[config.mk]
export PLATFORM = sky130hd
export DESIGN_NAME = alu_flag_stage_flat
export DESIGN_NICKNAME = d
export VERILOG_FILES = /design/src/rtl/alu_flag_stage_pkg.sv /design/src/rtl/alu_flag_stage_if.sv /design/src/rtl/alu_flag_stage_calc.sv /design/src/rtl/alu_flag_stage.sv /design/src/flat_wrapper.sv
export SDC_FILE = /design/constraint.sdc
export NUM_CORES = 1
export LEC_CHECK = 0
export ABC_AREA = 0
export CAP_MARGIN = 20
export CELL_PAD_IN_SITES_DETAIL_PLACEMENT = 0
export CELL_PAD_IN_SITES_GLOBAL_PLACEMENT = 1
export CORE_UTILIZATION = 36
export CTS_CLUSTER_DIAMETER = 60
export DETAILED_ROUTE_END_ITERATION = 7
export GPL_ROUTABILITY_DRIVEN = 1
export MAX_ROUTING_LAYER = met4
export PLACE_DENSITY = 0.78
export SYNTH_ARGS = -nofsm -noshare
export SYNTH_HDL_FRONTEND = slang
export SYNTH_HIERARCHICAL = 1
export SYNTH_SLANG_ARGS = --single-unit
[constraint.sdc]
create_clock -name clk -period 1.8 [get_ports clk]
set_input_delay 0.27 -clock clk [delete_from_list [all_inputs] [get_ports clk]]
set_output_delay 0.27 -clock clk [all_outputs]
set_load 0.005 [all_outputs]
[src/rtl/alu_flag_stage_pkg.sv]
// Shared types for the ALU flag output stage: flag record, skid-buffer states
// and the overflow helper used by the flag calculator.
package alu_pkg;

  localparam int FLAG_W = 4;

  typedef struct packed {
    logic n;
    logic z;
    logic c;
    logic v;
  } flags_t;

  typedef enum logic [1:0] {
    EMPTY = 2'd0,
    ONE   = 2'd1,
    TWO   = 2'd2
  } buf_state_e;

  // Two's-complement overflow: carry into the MSB differs from carry out of it.
  function automatic logic signed_ovf(input logic c_out, input logic c_msb_in);
    return c_out ^ c_msb_in;
  endfunction

endpackage

[src/rtl/alu_flag_stage_if.sv]
// Upstream (adder taps + valid/ready) and downstream (result/flags + valid/ready)
// bundle for alu_flag_stage. The stage is the slave; the adder/consumer side is master.
interface alu_flag_stage_if
  import alu_pkg::*;
#(
  parameter int WIDTH = 4
);

  logic [WIDTH-1:0]  in_sum;
  logic              in_c_out;
  logic              in_c3;
  logic              in_c2;
  logic              in_resta;
  logic              in_valid;
  logic              in_ready;

  logic [WIDTH-1:0]  out_result;
  logic [FLAG_W-1:0] out_flags;
  logic              out_valid;
  logic              out_ready;

  modport master (
    output in_sum, in_c_out, in_c3, in_c2, in_resta, in_valid,
    input  in_ready,
    input  out_result, out_flags, out_valid,
    output out_ready
  );

  modport slave (
    input  in_sum, in_c_out, in_c3, in_c2, in_resta, in_valid,
    output in_ready,
    output out_result, out_flags, out_valid,
    input  out_ready
  );

endinterface

[src/rtl/alu_flag_stage_calc.sv]
// Combinational N/Z/C/V derivation from the adder sum and carry taps, plus the
// half-carry tap reserved for BCD adjust.
module alu_flag_calc
  import alu_pkg::*;
#(
  parameter int WIDTH = 4
) (
  input  logic [WIDTH-1:0] sum_i,
  input  logic             c_out_i,
  input  logic             c3_i,
  input  logic             c2_i,
  output flags_t           flags_o,
  output logic             h_o
);

  // C is the raw carry out: after a subtraction 1 means "no borrow".
  always_comb begin
    flags_o.n = sum_i[WIDTH-1];
    flags_o.z = (sum_i == '0);
    flags_o.c = c_out_i;
    flags_o.v = signed_ovf(c_out_i, c3_i);
  end

  assign h_o = c2_i;

endmodule

[src/rtl/alu_flag_stage.sv]
// Registered flag stage behind the add/subtract unit: 2-entry skid buffer with
// valid/ready on both sides. Optional sticky overflow under ALU_FLAG_STICKY_EN.
module alu_flag_stage
  import alu_pkg::*;
#(
  parameter int WIDTH = 4
) (
  input  logic              clk,
  input  logic              rst_n,
  alu_flag_stage_if.slave   bus,
  input  logic              sticky_clr,
  output logic              out_v_sticky
);

  typedef struct packed {
    logic [WIDTH-1:0] sum;
    flags_t           flags;
    logic             resta;
`ifdef ALU_FLAG_STICKY_EN
    logic             h;
`endif
  } entry_t;

  flags_t     calc_flags;
  logic       calc_h;
  entry_t     new_entry;
  entry_t     head_q, head_d;
  entry_t     skid_q, skid_d;
  buf_state_e state_q, state_d;
  logic       in_ready_q, in_ready_d;
  logic       out_valid_q, out_valid_d;
  logic       push, pop;

  alu_flag_calc #(
    .WIDTH (WIDTH)
  ) u_calc (
    .sum_i   (bus.in_sum),
    .c_out_i (bus.in_c_out),
    .c3_i    (bus.in_c3),
    .c2_i    (bus.in_c2),
    .flags_o (calc_flags),
    .h_o     (calc_h)
  );

  always_comb begin
    new_entry       = '0;
    new_entry.sum   = bus.in_sum;
    new_entry.flags = calc_flags;
    new_entry.resta = bus.in_resta;
`ifdef ALU_FLAG_STICKY_EN
    new_entry.h     = calc_h;
`endif
  end

  assign push = bus.in_valid & in_ready_q;
  assign pop  = out_valid_q & bus.out_ready;

  // Head is always what the outputs show; skid only fills while head is stalled.
  always_comb begin
    state_d = state_q;
    head_d  = head_q;
    skid_d  = skid_q;
    unique case (state_q)
      EMPTY: begin
        if (push) begin
          head_d  = new_entry;
          state_d = ONE;
        end
      end
      ONE: begin
        if (push && pop) begin
          head_d = new_entry;
        end else if (push) begin
          skid_d  = new_entry;
          state_d = TWO;
        end else if (pop) begin
          state_d = EMPTY;
        end
      end
      TWO: begin
        if (pop) begin
          head_d  = skid_q;
          state_d = ONE;
        end
      end
      default: state_d = EMPTY;
    endcase
    in_ready_d  = (state_d != TWO);
    out_valid_d = (state_d != EMPTY);
  end

  always_ff @(posedge clk or negedge rst_n) begin
    if (!rst_n) begin
      state_q     <= EMPTY;
      head_q      <= '0;
      in_ready_q  <= 1'b1;
      out_valid_q <= 1'b0;
    end else begin
      state_q     <= state_d;
      head_q      <= head_d;
      in_ready_q  <= in_ready_d;
      out_valid_q <= out_valid_d;
    end
  end

  // Skid contents are never observed before being overwritten, so no reset.
  always_ff @(posedge clk) begin
    skid_q <= skid_d;
  end

  assign bus.in_ready   = in_ready_q;
  assign bus.out_valid  = out_valid_q;
  assign bus.out_result = head_q.sum;
  assign bus.out_flags  = head_q.flags;

`ifdef ALU_FLAG_STICKY_EN
  logic v_sticky_q, v_sticky_d;

  // Set has priority over clear so a concurrent overflow is never lost.
  always_comb begin
    v_sticky_d = v_sticky_q;
    if (sticky_clr)            v_sticky_d = 1'b0;
    if (push && calc_flags.v)  v_sticky_d = 1'b1;
  end

  always_ff @(posedge clk or negedge rst_n) begin
    if (!rst_n) v_sticky_q <= 1'b0;
    else        v_sticky_q <= v_sticky_d;
  end

  assign out_v_sticky = v_sticky_q;

  logic unused_entry_bits;
  assign unused_entry_bits = ^{head_q.resta, head_q.h};
`else
  assign out_v_sticky = 1'b0;

  logic unused_entry_bits;
  assign unused_entry_bits = ^{head_q.resta, sticky_clr, calc_h};
`endif

endmodule

[src/flat_wrapper.sv]
// flat-port wrapper written by rule: the top's interface ports become plain ports
module alu_flag_stage_flat import alu_pkg::*;
#(
  parameter int WIDTH = 4
)
  (clk, rst_n, sticky_clr, out_v_sticky, bus_in_sum, bus_in_c_out, bus_in_c3, bus_in_c2, bus_in_resta, bus_in_valid, bus_in_ready, bus_out_result, bus_out_flags, bus_out_valid, bus_out_ready);
  alu_flag_stage_if #(.WIDTH(WIDTH)) bus_i ();
  input  logic clk;
  input  logic rst_n;
  input  logic sticky_clr;
  output logic out_v_sticky;
  input wire logic [$bits(bus_i.in_sum)-1:0] bus_in_sum;
  input wire logic [$bits(bus_i.in_c_out)-1:0] bus_in_c_out;
  input wire logic [$bits(bus_i.in_c3)-1:0] bus_in_c3;
  input wire logic [$bits(bus_i.in_c2)-1:0] bus_in_c2;
  input wire logic [$bits(bus_i.in_resta)-1:0] bus_in_resta;
  input wire logic [$bits(bus_i.in_valid)-1:0] bus_in_valid;
  output wire logic [$bits(bus_i.in_ready)-1:0] bus_in_ready;
  output wire logic [$bits(bus_i.out_result)-1:0] bus_out_result;
  output wire logic [$bits(bus_i.out_flags)-1:0] bus_out_flags;
  output wire logic [$bits(bus_i.out_valid)-1:0] bus_out_valid;
  input wire logic [$bits(bus_i.out_ready)-1:0] bus_out_ready;
  assign bus_i.in_sum = bus_in_sum;
  assign bus_i.in_c_out = bus_in_c_out;
  assign bus_i.in_c3 = bus_in_c3;
  assign bus_i.in_c2 = bus_in_c2;
  assign bus_i.in_resta = bus_in_resta;
  assign bus_i.in_valid = bus_in_valid;
  assign bus_in_ready = bus_i.in_ready;
  assign bus_out_result = bus_i.out_result;
  assign bus_out_flags = bus_i.out_flags;
  assign bus_out_valid = bus_i.out_valid;
  assign bus_i.out_ready = bus_out_ready;
  alu_flag_stage #(.WIDTH(WIDTH)) u_core (.clk(clk), .rst_n(rst_n), .bus(bus_i), .sticky_clr(sticky_clr), .out_v_sticky(out_v_sticky));
endmodule
; ---- Word level (Yosys, flattened, before mapping)
; Cells that the tools add are included.
[word_totals]
word_cells = 41
out_inout_bits = 11
in_bits = 13
ff_bits = 21
[op_classes]
eq_ne = 6
muxes = 10
n_reduce_logical = 7
bitwise = 4
[op_table]
columns = operator, n
row1 = $mux 9, 3
row2 = $pmux 9 s3, 1
row3 = $mux 2, 5
row4 = $ne 2x1->1 const B, 3
row5 = $pmux 2 s3, 1
row6 = $logic_not 4->1, 1
row7 = $reduce_and 4->1, 1
row8 = $reduce_and 3->1, 1
row9 = $reduce_bool 3->1, 1
row10 = $and 1x1->1, 2
row11 = $eq 2x1->1 const B, 1
row12 = $eq 2x2->1 const B, 1
row13 = $logic_not 2->1, 1
row14 = $ne 2x2->1 const B, 1
row15 = $reduce_bool 2->1, 1
row16 = $logic_and 1x1->1, 1
row17 = $not 1->1, 1
row18 = $xor 1x1->1, 1

; ---- Depth between registers and ports, before layout
; Gate-level depths: netlist of the first run.
[depth]
depth_word = 6
ltp_mapped = 5
mapped_depth_nobuf = 4

; ---- Modules after synthesis
; The synthesis of the first run kept the hierarchy.
[modules_own_cells]
columns = mod, instances, cells_each, seq_area_each_um2, area_each_um2
row1 = alu_flag_stage, 1, 74, 541.8, 878.3
row2 = alu_flag_calc, 1, 5, 0.0, 43.8

; ---- Worst setup path after synthesis of the first run
; No wires, ideal clock.
[synth_timing]
kind = reg-to-reg
from = reg u_core.state_q[1]
to = reg u_core.head_q (netlist bit u_core/bus.out_flags[0])
period_less_slack_ns = 1.490
path_slack_ns = 0.310
required_ns = 1.675
n_path_buf = 1
path_stages_with_launch = 6
arrival_ns = 1.365
setup_ns = 0.125
path_cell_list = dfrtp_1 > nand2b_1 > buf_6 > o21ai_4 > a31oi_4 > mux2_2
[synth_via]
elab_chain_cells = 3
word_cells_on_any_way = 9
classes_between = eq/ne (5) / mux (1) / reduce/logical (3)
[synth_rtl]
columns = item, line
row1 = "start, declared", alu_flag_stage.sv:29  ; buf_state_e state_q, state_d;
row2 = "start signal, assigned", alu_flag_stage.sv:99  ; state_q <= state_d;
row3 = "$eq 2x2->1, or another cell as far along", alu_flag_stage.sv:63  ; unique case (state_q)
row4 = $ne 2x1->1 (no line) / $reduce_bool 3->1 (equally long branches), n/a
row5 = $reduce_and 4->1 (no line), n/a
row6 = "end signal, assigned", alu_flag_stage.sv:95  ; head_q <= '0;
row7 = "end signal, assigned", alu_flag_stage.sv:100  ; head_q <= head_d;
row8 = "end, declared", alu_flag_stage.sv:27  ; entry_t head_q, head_d;
; Several ways; a longest one is shown, not always the timed one.
; A chain may end at the register's enable or synchronous reset.

; ---- Final worst setup path of the first run
[layout_timing]
from = reg u_core.in_ready_q (netlist: u_core/bus.in_ready)
to = out bus_in_ready
[layout_lines]
columns = item, line
row1 = "start, declared", alu_flag_stage.sv:30  ; logic in_ready_q, in_ready_d;
row2 = "start signal, assigned", alu_flag_stage.sv:101  ; in_ready_q <= in_ready_d;
row3 = "end, declared", flat_wrapper.sv:18  ; output wire logic [$bits(bus_i.in_ready)-1:0] bus_in_ready;
; No word-level cell between the ends.

==> metrics.csv, run 1 <==
stage,metric,value,unit
global_route,Overflow after GRT,0,
placement,Post-DP HPWL,1.21,mm
setup_path,Reg2Reg Capture Point,u_core/bus.out_result[0],
placement,placed cells,126,
timing,fmax,0.623,GHz
power_and_ir_drop,sequential share of power,0.432,
timing,count of final setup violators,0,
global_route,antenna violations before repair,0,
logic_synthesis,syn_area_per_cell,11.7,µm²
layout,multi-input logic area,335,µm²
power_and_ir_drop,Clock power frac,0.129,
layout,number of diodes,0,
setup_path,CP Cell Sequence,clkdlybuf4s50_1,
power_and_ir_drop,pwr dens,1460,mW/mm²
setup_path,"delay-heaviest family, CP",flip-flops,
timing,Final Hold Fails,0,
setup_path,CP required,1.53,ns
cts,cts hold-fix bufs,0,
power_and_ir_drop,Internal,0.00121,W
power_and_ir_drop,Peak VDD IR,0.000619,V
cts,clk slew on worst S/H paths,0.11,ns
worst_hold_path,Worst Hold Class,in -> async,
cts,CTS tree,done,
floorplanning,core box area,0.00230,mm²
layout,FF/Latch Area,542,µm²
global_route,vias in the first global route,590,
global_route,GRT Resource Usage Total,0.153,
layout,FILL cells,208,
cts,total CTS buffers,3,
route,total length of routed wires,1.67,mm
cts,root buf cell,clkbuf_4,
timing,worst slew pin tran,0.595,ns
cts,clk_lat worst skew,0.30,ns
setup_path,max incr delay on CP,0.54,ns
floorplanning,I/O pins,24,
placement,Area after DPL,0.00116,mm²
layout,P&R area growth vs syn,29.7,%
timing,Max-slew headroom,0.602,
cts,postcts setup bufs,0,
layout,layout cells sized above 1,0.235,
setup_path,worst reg2reg path depth,5,
route,via count,617,
logic_synthesis,synthesized cell area,915,µm²
route,1st-pass router iterations,4,
cts,post-CTS sizing,0,
route,Via-to-Cell Ratio,4.75,
setup_path,Setup CP Type,reg -> out,
cts,CTS Sinks,20,
power_and_ir_drop,Final Power,0.00173,W
layout,Final #Nets,116,
outcome,status,"finished, final reports clean",
timing,unrepaired setup endpoints after global routing,no,
floorplanning,Chip Height,52.4,µm
global_route,first-pass GRT wire length,2.88,mm
cts,H-tree levels,1,
timing,setup TNS,0,ns
route,DR iter-0 viols,5,
layout,final core occ,0.516,
setup_path,"Arr. time, crit path",1.33,ns
flow_run,Max-Cap Viols,0,
floorplanning,Die X,52.4,µm
timing,"Period Utilization, post-route",0.891,
power_and_ir_drop,Net Switching,0.000513,W
layout,Final Cell Area,0.00119,mm²
timing,Final Max Slew Viols,0,
setup_path,CP bufs+invs,1,
setup_path,Worst path slowest cell,dfstp_2,
setup_path,crit path capture type,output pin,
floorplanning,Std-Cell Rows,17,
timing,Final Skew,0.00448,ns
logic_synthesis,Cells after Synth,78,
global_route,pin count of the biggest net entering global routing,13,
power_and_ir_drop,Comb power frac,0.439,
route,post-route ant nets,0,
timing,Final Critical Period,1.60,ns
floorplanning,Die ar.,0.00275,mm²
setup_path,CP Max Fanout,2,
placement,IO Port Bufs,19,
power_and_ir_drop,Leak,0.501,nW
logic_synthesis,YS warnings,6,
power_and_ir_drop,Net Sw Frac,0.297,
cts,Longest Clk Path Bufs,2,
setup_path,startpoint class of the critical path,register,
setup_path,r2r setup slk,0.23,ns
logic_synthesis,Syn Nets,91,
route,DRC,0,
floorplanning,Initial Util,0.398,
layout,final non-filler cell total,130,
route,Routed wire per std cell,12.8,µm
setup_path,launching point of the worst reg2reg path,u_core/state_q[0],
placement,gpl congestion,0.753,
flip-flops by register name (all words and copies together) (netlist names):
name                   flops
u_core/skid_q              8
u_core/state_q             2
u_core/bus.out_valid       1
u_core/bus.out_flags       4
u_core/bus.out_result      4
u_core/bus.in_ready        1
how the worst max path moves through the flow:
stage | start | to | slack, ns | cells past startpoint
2_1_floorplan | u_core/state_q[1] | u_core/bus.out_flags[0] | 0.31 | 5
6_report | u_core/bus.in_ready | bus_in_ready | 0.20 | 1
3_5_place_dp | bus_in_valid | u_core/bus.out_result[0] | 0.01 | 7
4_1_cts | u_core/bus.in_ready | bus_in_ready | 0.18 | 1
5_1_grt | u_core/state_q[0] | u_core/bus.out_result[0] | 0.13 | 5
3_3_place_gp | bus_in_valid | u_core/bus.out_result[2] | 0.02 | 7
cell type report:
| class | instances | area share |
|---|---|---|
| sequential | 20 | 0.457 |
| multi-input combinational | 53 | 0.283 |
| timing repair buffer | 25 | 0.209 |
| tap | 28 | 0.0295 |
| clock buffer | 4 | 0.0222 |
worst register-to-register path, delay by kind of cell (launching register included):
family                 cells  cell delay (ns)
DFF                        1             0.47
buffers and inverters      1             0.15
and+or+nand+nor            1             0.21
muxes                      1             0.33
AOI/OAI and AO/OA          2             0.31
placed cells by master, fill, tap and decap left out, drive strengths merged, types with 2 or more instances in the layout:
cell / count
buf: 6
edfxtp: 8
dfrtp: 11
clkdlybuf4s50: 19
mux2: 8
nor2: 2
o21ai: 2
nand2: 27
clkbuf: 4
routing by layer:
| metal | track usage | vias to the layer above | share of wire |
|---|---|---|---|
| li1 | - | 305 | - |
| met1 | 0.193 | 293 | 0.44 |
| met2 | 0.236 | 15 | 0.50 |
| met3 | 0.0319 | 4 | 0.051 |
| met4 | 0.0658 | 0 | 0.017 |
| met5 | - | - | 0 |
power groups by stage:
stage               Clock (W)  Combinational, W  Sequential [W]
floorplan                   0          0.000368        0.000755
global placement            0          0.000756        0.000747
detailed placement          0          0.000770        0.000759
CTS                  0.000230          0.000772        0.000748
global route         0.000244          0.000836        0.000770
finish               0.000222          0.000759        0.000746
through the flow:
stage                     setup WS (ns)  hold WS, ns
final                             0.196        0.334
after global placement           0.0241        0.486
after detailed placement         0.0134        0.492
after floorplan                   0.310      -0.0256
after global routing              0.131        0.382
after CTS                         0.179        0.360
Power figures use the tool's default switching activity.
==> inputs of run 2 (changes only) <==
--- a/config.mk
+++ b/config.mk
@@ -9,12 +9,12 @@
 export CAP_MARGIN = 20
 export CELL_PAD_IN_SITES_DETAIL_PLACEMENT = 0
 export CELL_PAD_IN_SITES_GLOBAL_PLACEMENT = 1
-export CORE_UTILIZATION = 36
+export CORE_UTILIZATION = 33
 export CTS_CLUSTER_DIAMETER = 60
 export DETAILED_ROUTE_END_ITERATION = 7
 export GPL_ROUTABILITY_DRIVEN = 1
 export MAX_ROUTING_LAYER = met4
-export PLACE_DENSITY = 0.78
+export PLACE_DENSITY = 0.76
 export SYNTH_ARGS = -nofsm -noshare
 export SYNTH_HDL_FRONTEND = slang
 export SYNTH_HIERARCHICAL = 1
==> constraint.sdc (replaced) <==
create_clock -name clk -period 1.4 [get_ports clk]
set_input_delay 0.21 -clock clk [delete_from_list [all_inputs] [get_ports clk]]
set_output_delay 0.21 -clock clk [all_outputs]
set_load 0.005 [all_outputs]
==> metrics.csv, run 2 (synthesis gave the netlist of run 1 again) <==
stage,metric,value,unit
floorplanning,Chip Height,54.6,µm
route,Via-to-Cell Ratio,4.65,
route,total length of routed wires,1.78,mm
cts,H-tree levels,1,
timing,"Period Utilization, post-route",1.02,
timing,fmax,0.699,GHz
power_and_ir_drop,pwr dens,1920,mW/mm²
power_and_ir_drop,Internal,0.00180,W
layout,Biggest register,u_core/skid_q,
layout,layout cells sized above 1,0.318,
layout,P&R area growth vs syn,42.4,%
layout,"most common cell after layout, fill and taps aside",nand2_1,
cts,Longest Clk Path Bufs,2,
layout,final non-filler cell total,137,
timing,Final WS setup,-0.0312,ns
floorplanning,Std-Cell Rows,18,
outcome,status,"complete, but fails checks",
timing,unrepaired setup endpoints after global routing,yes,
power_and_ir_drop,sequential share of power,0.371,
global_route,first-pass GRT wire length,2.73,mm
setup_path,CP required,1.60,ns
setup_path,Setup CP Type,reg -> reg,
timing,Final Max Slew Viols,0,
cts,clk_lat worst skew,0.31,ns
floorplanning,Die ar.,0.00299,mm²
global_route,antenna violations before repair,0,
setup_path,Worst path slowest cell,dfstp_2,
route,DRC,0,
placement,IO Port Bufs,19,
layout,max reg flops,8,
cts,root buf cell,clkbuf_4,
timing,Fin Hold WS,0.195,ns
setup_path,"delay-heaviest family, CP",flip-flops,
global_route,Overflow after GRT,0,
timing,Final Skew,0.00810,ns
global_route,GRT Resource Usage Total,0.139,
power_and_ir_drop,Net Switching,0.000703,W
floorplanning,Die X,54.6,µm
placement,gpl congestion,0.753,
setup_path,max incr delay on CP,0.57,ns
power_and_ir_drop,Comb power frac,0.441,
layout,Final #Nets,121,
placement,Area after DPL,0.00115,mm²
setup_path,r2r setup slk,-0.03,ns
route,Routed wire per std cell,13.0,µm
layout,number of diodes,0,
power_and_ir_drop,Net Sw Frac,0.281,
global_route,vias in the first global route,587,
setup_path,"Arr. time, crit path",1.63,ns
route,via count,637,
route,DR iter-0 viols,9,
setup_path,startpoint class of the critical path,register,
power_and_ir_drop,Clock power frac,0.188,
floorplanning,core box area,0.00254,mm²
setup_path,CP Cell Sequence,"nand2_4, o21ai_4, a31oi_4, buf_12, mux2_4",
worst_hold_path,Worst Hold Class,in -> async,
cts,total CTS buffers,3,
route,1st-pass router iterations,4,
placement,placed cells,128,
timing,Final Hold Fails,0,
floorplanning,Initial Util,0.359,
layout,"commonest non-fill, non-tap cells in the layout","nand2_1, dfrtp_1, buf_4",
timing,count of final setup violators,2,
placement,worst slack at placement,-0.330,ns
floorplanning,I/O pins,24,
power_and_ir_drop,Peak VDD IR,0.000902,V
outcome,failing checks,setup timing,
cts,clk slew on worst S/H paths,0.12,ns
layout,Final Cell Area,0.00130,mm²
setup_path,crit path capture type,register,
global_route,pin count of the biggest net entering global routing,13,
timing,Final Critical Period,1.43,ns
setup_path,CP bufs+invs,1,
power_and_ir_drop,Leak,0.643,nW
flow_run,Max-Cap Viols,0,
cts,CTS Sinks,20,
setup_path,CP Max Fanout,8,
cts,CTS tree,done,
route,post-route ant nets,0,
run 2: cell count changes in the layout (fill, tap and decap cells not counted), sizes merged:
cell and change:
clkdlybuf4s50 -10, dlymetal6s2s +9, buf +5, bufinv +1
clkbuf -1, dlygate4sd2 +1
run 2: final cells by class:
| type | count | area [µm²] |
|---|---|---|
| fill | 235 | 1240 |
| sequential | 20 | 543 |
| multi-input combinational | 53 | 363 |
| timing repair buffer | 30 | 307 |
| tap | 30 | 37.5 |
| clock inverter | 1 | 30.0 |
| clock buffer | 3 | 22.5 |
run 2: per-stage QoR:
stage	TNS [ns]	utilization	total power [W]
2_1_floorplan	-0.267	-	0.00145
3_3_place_gp	-4.18	0.452	0.00189
3_5_place_dp	-4.57	0.452	0.00191
4_1_cts	-0.0395	0.500	0.00255
5_1_grt	-0.289	0.512	0.00267
6_report	-0.0336	0.512	0.00250
run 2: worst paths after layout:
check                                         start                  endpoint  cells past startpoint
max reg2reg                     u_core/bus.in_ready   u_core/bus.out_flags[1]                      5
max in group asynchronous                     rst_n       u_core/bus.in_ready                      2
min in group clk           u_core/bus.out_result[0]  u_core/bus.out_result[0]                      1
max                             u_core/bus.in_ready   u_core/bus.out_flags[1]                      5
min reg2reg                u_core/bus.out_result[0]  u_core/bus.out_result[0]                      1
min                                           rst_n  u_core/bus.out_result[3]                      2
run 2: repair_timing:
action                     CTS  global route
setup buffers                4             1
hold buffers                 0             0
gates resized for setup      7             9
cloned                       0             0
pin swaps                    1             0
setup endpoints to repair   18            17
run 2: power groups by stage:
| stage | registers (W) | logic, W | clock network, W |
|---|---|---|---|
| final | 0.000929 | 0.00110 | 0.000471 |
| after global routing | 0.000958 | 0.00120 | 0.000510 |
| after CTS | 0.000937 | 0.00113 | 0.000488 |
| after detailed placement | 0.000959 | 0.000948 | 0 |
| after global placement | 0.000955 | 0.000937 | 0 |
| after floorplan | 0.000972 | 0.000473 | 0 |
run 2: worst register-to-register path: stages, from the launching register on:
cell and delay, ns:
dfstp_2 0.57, nand2_4 0.08, o21ai_4 0.14, a31oi_4 0.11, buf_12 0.15, mux2_4 0.29
run 2: per-layer routing:
metal | global-route usage | wire length [µm]
met3 | 0.0500 | 101
met5 | - | 0
met2 | 0.219 | 838
met1 | 0.167 | 831
met4 | 0.0385 | 12
